===== config.mk =====
export PLATFORM = sky130hd
export DESIGN_NAME = vga_digit_display
export DESIGN_NICKNAME = d
export VERILOG_FILES = /design/src/rtl/vga_digit_display.sv
export SDC_FILE = /design/constraint.sdc
export NUM_CORES = 1
export LEC_CHECK = 0
export CAP_MARGIN = 0
export CORE_UTILIZATION = 40
export CTS_BUF_LIST = sky130_fd_sc_hd__clkbuf_4
export DETAILED_ROUTE_END_ITERATION = 6
export SLEW_MARGIN = 5
export SYNTH_ARGS = -nofsm -noshare
export SYNTH_HDL_FRONTEND = slang
export SYNTH_SLANG_ARGS = --single-unit
export TNS_END_PERCENT = 20

===== constraint.sdc =====
create_clock -name clk -period 4.12 [get_ports clk]
set_clock_uncertainty 0.15 [all_clocks]
set_input_delay 0.618 -clock clk [delete_from_list [all_inputs] [get_ports clk]]
set_output_delay 0.618 -clock clk [all_outputs]
set_load 0.01 [all_outputs]

===== src/rtl/vga_digit_display.sv =====
// vga_digit_display: VGA timing generator plus a bordered box of NUM_DIGITS scaled 8x8 glyphs.
// Define VGA_BLINK_EN to blink the glyph selected by cursor_idx every BLINK_FRAMES frames.
module vga_digit_display #(
  parameter int          H_ACTIVE     = 640,
  parameter int          H_FP         = 16,
  parameter int          H_SYNC       = 96,
  parameter int          H_BP         = 48,
  parameter int          V_ACTIVE     = 480,
  parameter int          V_FP         = 10,
  parameter int          V_SYNC       = 2,
  parameter int          V_BP         = 33,
  parameter int          NUM_DIGITS   = 8,
  parameter int          SCALE_LOG2   = 2,
  parameter int          BOX_X        = 100,
  parameter int          BOX_Y        = 50,
  parameter int          BORDER       = 5,
  parameter logic [11:0] FG_RGB       = 12'hFFF,
  parameter logic [11:0] BG_RGB       = 12'h000,
  parameter int          BLINK_FRAMES = 30
) (
  input  logic                    clk,
  input  logic                    rst,
  input  logic [4*NUM_DIGITS-1:0] digit_data,
  input  logic                    digit_valid,
  output logic                    digit_ready,
  input  logic [3:0]              cursor_idx,
  output logic [3:0]              out_R,
  output logic [3:0]              out_G,
  output logic [3:0]              out_B,
  output logic                    Hsync,
  output logic                    Vsync,
  output logic                    frame_start
);

  localparam int H_TOT    = H_ACTIVE + H_FP + H_SYNC + H_BP;
  localparam int V_TOT    = V_ACTIVE + V_FP + V_SYNC + V_BP;
  localparam int HW       = $clog2(H_TOT);
  localparam int VW       = $clog2(V_TOT);
  localparam int INNER_X  = BOX_X + BORDER;
  localparam int INNER_Y  = BOX_Y + BORDER;
  localparam int INNER_X1 = INNER_X + NUM_DIGITS * 8 * (1 << SCALE_LOG2);
  localparam int INNER_Y1 = INNER_Y + 8 * (1 << SCALE_LOG2);
  localparam int OUTER_X1 = INNER_X1 + BORDER;
  localparam int OUTER_Y1 = INNER_Y1 + BORDER;

  typedef enum logic [1:0] {
    REG_BG,
    REG_BORDER,
    REG_GLYPH
  } region_e;

  logic [HW-1:0]           r_hCnt;
  logic [VW-1:0]           r_vCnt;
  logic [31:0]             w_x;
  logic [31:0]             w_y;
  logic [31:0]             w_relX;
  logic [31:0]             w_relY;
  region_e                 w_region;
  logic [3:0]              w_digIdx;
  logic [2:0]              w_glyphRow;
  logic [2:0]              w_glyphCol;
  logic                    w_active;
  logic                    w_hSyncN;
  logic                    w_vSyncN;
  logic                    w_blank;

  region_e                 r_region1;
  logic [3:0]              r_digIdx1;
  logic [2:0]              r_row1;
  logic [2:0]              r_col1;
  logic                    r_blank1;
  logic                    r_active1;
  logic                    r_hs1;
  logic                    r_vs1;
  logic [11:0]             r_rgb;
  logic                    r_hs2;
  logic                    r_vs2;

  logic                    r_pending;
  logic [4*NUM_DIGITS-1:0] r_pendData;
  logic [4*NUM_DIGITS-1:0] r_shown;
  logic [3:0]              w_code;
  logic [7:0]              w_rowBits;
  logic                    w_pixel;
  logic [11:0]             w_colour;

  // Row 0 of each glyph sits in the top byte; bit 7 of a row is the leftmost column.
  function automatic logic [7:0] fontRow(input logic [3:0] code, input logic [2:0] row);
    logic [63:0] glyph;
    case (code)
      4'h0:    glyph = 64'h3C666E7666663C00;
      4'h1:    glyph = 64'h1838181818187E00;
      4'h2:    glyph = 64'h3C66060C30607E00;
      4'h3:    glyph = 64'h3C66061C06663C00;
      4'h4:    glyph = 64'h0C1C3C6C7E0C0C00;
      4'h5:    glyph = 64'h7E607C0606663C00;
      4'h6:    glyph = 64'h3C607C6666663C00;
      4'h7:    glyph = 64'h7E060C1830303000;
      4'h8:    glyph = 64'h3C66663C66663C00;
      4'h9:    glyph = 64'h3C66663E060C3800;
      4'hA:    glyph = 64'h0000007E7E000000;
      4'hB:    glyph = 64'h0018187E7E181800;
      4'hC:    glyph = 64'h00663C183C660000;
      4'hD:    glyph = 64'h02060C1830604000;
      4'hE:    glyph = 64'h007E7E007E7E0000;
      default: glyph = 64'h0;
    endcase
    return glyph[{~row, 3'b111} -: 8];
  endfunction

  always_ff @(posedge clk or posedge rst) begin
    if (rst) begin
      r_hCnt <= '0;
      r_vCnt <= '0;
    end else if (r_hCnt == HW'(H_TOT - 1)) begin
      r_hCnt <= '0;
      r_vCnt <= (r_vCnt == VW'(V_TOT - 1)) ? '0 : r_vCnt + VW'(1);
    end else begin
      r_hCnt <= r_hCnt + HW'(1);
    end
  end

  assign w_x         = 32'(r_hCnt);
  assign w_y         = 32'(r_vCnt);
  assign w_relX      = w_x - 32'(INNER_X);
  assign w_relY      = w_y - 32'(INNER_Y);
  assign w_active    = (w_x < H_ACTIVE) && (w_y < V_ACTIVE);
  assign w_hSyncN    = !((w_x >= H_ACTIVE + H_FP) && (w_x < H_ACTIVE + H_FP + H_SYNC));
  assign w_vSyncN    = !((w_y >= V_ACTIVE + V_FP) && (w_y < V_ACTIVE + V_FP + V_SYNC));
  assign frame_start = (r_hCnt == '0) && (r_vCnt == VW'(V_ACTIVE));

  // The leftmost glyph slot holds the most significant digit.
  assign w_digIdx   = 4'(NUM_DIGITS - 1 - (w_relX >> (3 + SCALE_LOG2)));
  assign w_glyphCol = 3'(w_relX >> SCALE_LOG2);
  assign w_glyphRow = 3'(w_relY >> SCALE_LOG2);

  always_comb begin
    w_region = REG_BG;
    if ((w_x >= INNER_X) && (w_x < INNER_X1) && (w_y >= INNER_Y) && (w_y < INNER_Y1)) begin
      w_region = REG_GLYPH;
    end else if ((w_x >= BOX_X) && (w_x < OUTER_X1) && (w_y >= BOX_Y) && (w_y < OUTER_Y1)) begin
      w_region = REG_BORDER;
    end
  end

`ifdef VGA_BLINK_EN
  localparam int BW = (BLINK_FRAMES > 1) ? $clog2(BLINK_FRAMES) : 1;
  logic [BW-1:0] r_frameCnt;
  logic          r_phase;

  always_ff @(posedge clk or posedge rst) begin
    if (rst) begin
      r_frameCnt <= '0;
      r_phase    <= 1'b0;
    end else if (frame_start) begin
      if (r_frameCnt == BW'(BLINK_FRAMES - 1)) begin
        r_frameCnt <= '0;
        r_phase    <= !r_phase;
      end else begin
        r_frameCnt <= r_frameCnt + BW'(1);
      end
    end
  end

  assign w_blank = r_phase && (cursor_idx == w_digIdx) && (32'(cursor_idx) < NUM_DIGITS);
`else
  logic w_unusedBlink;
  assign w_unusedBlink = ^{cursor_idx, 32'(BLINK_FRAMES)};
  assign w_blank       = 1'b0;
`endif

  always_ff @(posedge clk or posedge rst) begin
    if (rst) begin
      r_region1 <= REG_BG;
      r_digIdx1 <= '0;
      r_row1    <= '0;
      r_col1    <= '0;
      r_blank1  <= 1'b0;
      r_active1 <= 1'b0;
      r_hs1     <= 1'b1;
      r_vs1     <= 1'b1;
    end else begin
      r_region1 <= w_region;
      r_digIdx1 <= w_digIdx;
      r_row1    <= w_glyphRow;
      r_col1    <= w_glyphCol;
      r_blank1  <= w_blank;
      r_active1 <= w_active;
      r_hs1     <= w_hSyncN;
      r_vs1     <= w_vSyncN;
    end
  end

  assign w_code    = r_shown[4*r_digIdx1 +: 4];
  assign w_rowBits = fontRow(w_code, r_row1);
  assign w_pixel   = w_rowBits[~r_col1];

  always_comb begin
    w_colour = BG_RGB;
    if (r_region1 == REG_BORDER) begin
      w_colour = FG_RGB;
    end else if ((r_region1 == REG_GLYPH) && w_pixel && !r_blank1) begin
      w_colour = FG_RGB;
    end
  end

  always_ff @(posedge clk or posedge rst) begin
    if (rst) begin
      r_rgb <= '0;
      r_hs2 <= 1'b1;
      r_vs2 <= 1'b1;
    end else begin
      r_rgb <= r_active1 ? w_colour : 12'h000;
      r_hs2 <= r_hs1;
      r_vs2 <= r_vs1;
    end
  end

  assign out_R = r_rgb[11:8];
  assign out_G = r_rgb[7:4];
  assign out_B = r_rgb[3:0];
  assign Hsync = r_hs2;
  assign Vsync = r_vs2;

  // New digits only reach the shown register at the start of vertical blank, so a frame never tears.
  always_ff @(posedge clk or posedge rst) begin
    if (rst) begin
      r_pending  <= 1'b0;
      r_pendData <= '0;
      r_shown    <= {NUM_DIGITS{4'hF}};
    end else if (frame_start && r_pending) begin
      r_shown   <= r_pendData;
      r_pending <= 1'b0;
    end else if (digit_valid && !r_pending) begin
      r_pendData <= digit_data;
      r_pending  <= 1'b1;
    end
  end

  assign digit_ready = !r_pending;

endmodule


# Word-level counts from Yosys, hierarchy flattened
# Memory sizes are Yosys's and may differ from the RTL's.
# Cells that the tools add are included.
# totals
input_bits	39
ramBits	0
reg_bits	114
output_inout_bits	16
latch_bits	0
mem_bits_ro	672
memories	1
# memory_table
name	depth	width	rd	rd_ports_with_merged_regs	wr	line	rtl
(no name shown)	16	42	1	0	0	90	case (code)
# op_classes
muxes	11
shift	2
n_reduce_logical	19
n_div	0
addsub	5
n_mul	0
bitwise_logic	3
magnitude_cmp	15
n_eq_ne	5
# ops
cell	n
$shiftx 71x7->8	1
$lt 10x9->1 const B	4
$mux 12	3
$shiftx 32x7->4	1
$add 10x1->10 const B	2
$eq 10x10->1 const B	2
$ge 10x6->1 const B	2
$ge 10x7->1 const B	2
$lt 10x10->1 const B	2
$lt 10x7->1 const B	2
$mux 10	2
$logic_and 1x1->1	13
$eq 10x9->1 const B	1
$ge 10x10->1 const B	1
$ge 10x9->1 const B	1
$logic_not 10->1	1
$sub 9x7->9 const B	1
$not 3->3	2
$sub 5x5->5 const B	1
$lt 3x4->1 const B	1
$mux 1	4
$sub 3x4->4 const A	1
$bmux 1 s3	1
$logic_not 1->1	3
other kinds (6)	6

# Logic depth before layout (Yosys ltp)
# An unclocked memory read counts as a cell.
# logic_depth
word_depth	9
mapped_depth	14
ltp_nobuf	13

# Least setup slack after synthesis
# Ideal clock, no wire load.
# synth_timing
path_kind	register to register
start	reg r_digIdx1[1]
end	reg r_rgb[10]
path_buffers	2
setup_slack_ps	505
required_time_ps	3875
period_less_slack_ps	3615
path_stages_with_launch	14
arrival_time_ps	3370
path_cell_list	dfrtp_1 -> clkbuf_1 -> mux4_2 -> mux2i_1 -> nor2_1 -> inv_1 -> ha_1 -> buf_2 -> mux2_2 -> mux4_2 -> o211a_1 -> nor4_1 -> a211oi_1 -> o31ai_1
# synth_between
elab_chain_cells	9
# synth_lines
item	line	rtl
from (decl)	68	logic [3:0] r_digIdx1;
from (signal assigned)	184	r_digIdx1 <= w_digIdx;
$shiftx 32x7->4	194	assign w_code = r_shown[4*r_digIdx1 +: 4];
$mem_v2 16x42	n/a	
$shiftx 71x7->8	108	return glyph[{~row, 3'b111} -: 8];
$bmux 1 s3	196	assign w_pixel = w_rowBits[~r_col1];
$mux 1 (not written as such)	196	
$logic_and 1x1->1	202	end else if ((r_region1 == REG_GLYPH) && w_pixel && !r_blank1) begin
$mux 12	202	
$mux 12	200	if (r_region1 == REG_BORDER) begin
$mux 12	213	r_rgb <= r_active1 ? w_colour : 12'h000;
to (signal assigned)	213	
to (decl)	75	logic [11:0] r_rgb;
# No other way between the ends. The select of a mux whose other input is x is not followed.
# A chain may end at the register's enable or synchronous reset.

# Worst setup path in the final report
# layout_timing
start	reg r_digIdx1[0]
end	reg r_rgb[10]
# Same word-level chain as after synthesis.

==> qor.yml <==
worst-path-max-fanout: 16
cts_tree: "built"
die_area_mm2: 0.0149
synth_area_per_cell_um2: 10.6
postSynth.asyncResetShare_pct: 100
initial_antenna_violation_count: 1
critical_path.reg2reg.startpoint: "r_digIdx1[0]"
vdd_ir_drop_max_v: 0.000204
timing.max_cap.violations: 0
transition_time_of_the_tightest_slew_check_pin_ns: 1.00
combinationalPowerShare_pct: 5.2
slew_headroom_pct: 33.3
reg2reg_to: "r_rgb[10]"
postRouteAntennaNets: 0
yosys_most_used_dff: "dfrtp_1"
area.growth.synth_to_final_pct: 12.4
switching_power_as_a_share_of_total_power_pct: 24.8
number_of_global_route_vias_before_repair: 4258
min_period_over_period_pct: 91.1
first_pass_iters: 5
drive_gt1_share_pct: 25.0
clk-insertion-delay-late_ns: 0.49
grt_remaining_overflow: 0
total_switching_power_mw: 0.411
outcome: "finished, final reports clean"
cts.repair_timing.setup_buffer_count: 0
grt_pass1_wl_um: 21400
count_of_nets_after_finishing: 623
share_seq_of_total_power_pct: 64.7
aggregate_global_route_resource_usage_pct: 18.5
drtIter0Drc: 354
post_cts.resized_instances: 0
cell_breakdown_of_the_critical_path: "mux2i_1 > mux4_2 > nor2_4 > mux2_2 > mux4_2 > o211a_1 > nor4_1 > a211oi_1 > o31ai_1"
root_buffer: "clkbuf_4"
cp.buffers_inverters: 0
dpl_cell_area_mm2: 0.00635
ys_seq_elements: 103
routed_wl_um: 12700
unique_cell_type_count_in_the_yosys_netlist: 66
yosys_warnings: 0
postCtsHoldBufs: 0
cts-buffers-inserted: 9
holdCritStartpoint: "r_hs1"
post_drt_via_cell_ratio: 5.67
drc_errors: 0
detailed_place_hpwl_um: 9100
fmax_mhz: 266
ff2ff_path_depth: 9
power_density_mw_per_mm2: 255
leakage_nw: 2.68
holdWs_ns: 0.217
floorplan.die.height_um: 122
setup-tns-final_ns: 0
cts.clk_slew.worst_paths_ns: 0.15
clock_path_buffers: 2
worst-r2r-setup-slack_ns: 0.37
cpMaxStageDelayCell: "dfrtp_1"
die_width_um: 122
tritoncts_num_sinks: 103
postLayoutCellArea_mm2: 0.00648
floorplan.initialDensity_pct: 41.2
whs_path_depth: 0
final_hold_viol_count: 0
post_synth_instance_area_mm2: 0.00576
grt_max_degree: 67
internal_power_mw: 1.24
rsz_0062_raised_after_global_routing: "false"
synth_nets: 598
clock_tree.htree_level_count: 3
fp-row-count: 43
worst_setup_path_start_kind: "register"
setup_viol: 0
synth_sequential_area_ratio_pct: 45.5
buffer_ports.inserted: 50
gpl_congestion: 0.909
holdPathEnd: "Hsync"
worstPathArrival_ns: 4.00
endpoint_kind: "register"
coreArea_mm2: 0.0140
layout_min_cycle_time_ns: 3.75
critical_path.top_delay_family: "multiplexers"
slew_viol_final: 0
pin_count: 55
route.vias.total: 4284
worst_setup_path_type: "register to register"
worstHoldPathType: "register to register"
clkPwrFrac_pct: 30.1
synth_enable_flop_cells: 0
critical-path-max-stage-delay_ns: 0.68
critical-path-top-cell-by-count: "mux4_2"
required_ns: 4.36
synthesis.instances: 545
routedWlPerCell_um: 16.8
critPathLaunch: "r_digIdx1[0]"
stage by stage:
stage	cells	util [%]	worst slack, ns	power, mW
5_1_grt	756	46.3	0.107	1.73
3_3_place_gp	739	45.4	0.424	1.17
2_1_floorplan	545	-	0.505	1.12
6_report	756	46.3	0.366	1.65
4_1_cts	755	46.3	0.386	1.68
3_5_place_dp	739	45.4	0.407	1.18
worst max path at each step:
| stage | slack [ns] | cells after the start | to |
|---|---|---|---|
| 4_1_cts | 0.39 | 13 | r_rgb[10] |
| 3_5_place_dp | 0.41 | 9 | r_rgb[10] |
| 3_3_place_gp | 0.42 | 9 | r_rgb[10] |
| 6_report | 0.37 | 9 | r_rgb[10] |
| 5_1_grt | 0.11 | 13 | r_rgb[10] |
| 2_1_floorplan | 0.50 | 13 | r_rgb[10] |
cell usage in the layout, fill, tap and decap left out, types with 8 or more instances in the layout:
cell and n:
dfrtp_1 67, mux2_2 65, clkdlybuf4s50_1 50, nor2_1 39, dfstp_2 36, nand2_1 29, o21ai_0 24, a21oi_1 18
inv_1 15, nor3_1 14, nand3_1 14, mux2i_1 14, ha_1 14, buf_4 14, xnor2_1 12, xor2_1 11
a31oi_1 11, clkbuf_4 9, nand2b_1 8
Yosys cell counts (all sizes together), types with 3 or more instances:
library cell | count | share of area (%)
dfrtp | 67 | 29
mux2 | 65 | 13
nor2 | 40 | 2.7
dfstp | 36 | 16
nand2 | 29 | 1.9
clkbuf | 28 | 1.8
o21ai | 25 | 2.2
buf | 22 | 2.6
a21oi | 18 | 1.6
inv | 16 | 1.0
ha | 14 | 3.0
mux2i | 14 | 2.4
nand3 | 14 | 1.2
nor3 | 14 | 1.2
xnor2 | 12 | 1.8
a31oi | 11 | 1.2
xor2 | 11 | 1.7
nand2b | 8 | 0.87
and3 | 7 | 0.76
nand4 | 7 | 0.76
o211ai | 7 | 0.91
nor4 | 6 | 0.65
mux4 | 5 | 2.0
nor2b | 5 | 0.54
a211oi | 4 | 0.52
nand3b | 4 | 0.52
o22ai | 4 | 0.43
a221oi | 3 | 0.46
and2 | 3 | 0.33
o311ai | 3 | 0.46
or2 | 3 | 0.33
or3 | 3 | 0.33
cell type report:
| type | instances | area, um2 |
|---|---|---|
| repair buffers | 64 | 606 |
| flip-flops and latches | 103 | 2620 |
| clock inverters | 7 | 62.6 |
| well taps | 180 | 225 |
| fillers | 1340 | 7510 |
| multi-input cells | 376 | 2830 |
| diodes | 1 | 2.50 |
| inverters | 16 | 62.6 |
| clock buffers | 9 | 67.6 |
layer usage:
metal,track usage [%],vias up,wire length [um]
met4,9.41,0,341
li1,-,2011,-
met3,1.87,28,412
met1,25.1,2122,5890
met2,29.4,123,6090
met5,0,-,0
power by group through the flow:
| stage | Clock, mW | Sequential [mW] | Combinational [mW] |
|---|---|---|---|
| after floorplan | 0 | 1.08 | 0.0464 |
| after global placement | 0 | 1.09 | 0.0865 |
| after detailed placement | 0 | 1.09 | 0.0891 |
| after CTS | 0.521 | 1.07 | 0.0893 |
| after global routing | 0.555 | 1.07 | 0.0964 |
| final | 0.497 | 1.07 | 0.0862 |
registers in the layout, summed over array words and instances (netlist names), 2 cells and up:
name	flops
r_digIdx1	4
r_row1	3
r_col1	3
r_shown	32
r_hCnt	10
r_pendData	32
r_vCnt	10
r_region1	2
cell families after synthesis:
group                    synth area share (%)
flip-flops                               45.5
XOR/XNOR                                 3.49
buffers and inverters                    5.43
AO/OA/AOI/OAI                            12.1
adder cells (fa/ha/maj)                  3.04
multiplexers                             17.1
AND/OR/NAND/NOR                          13.3
Power figures use the tool's default switching activity.
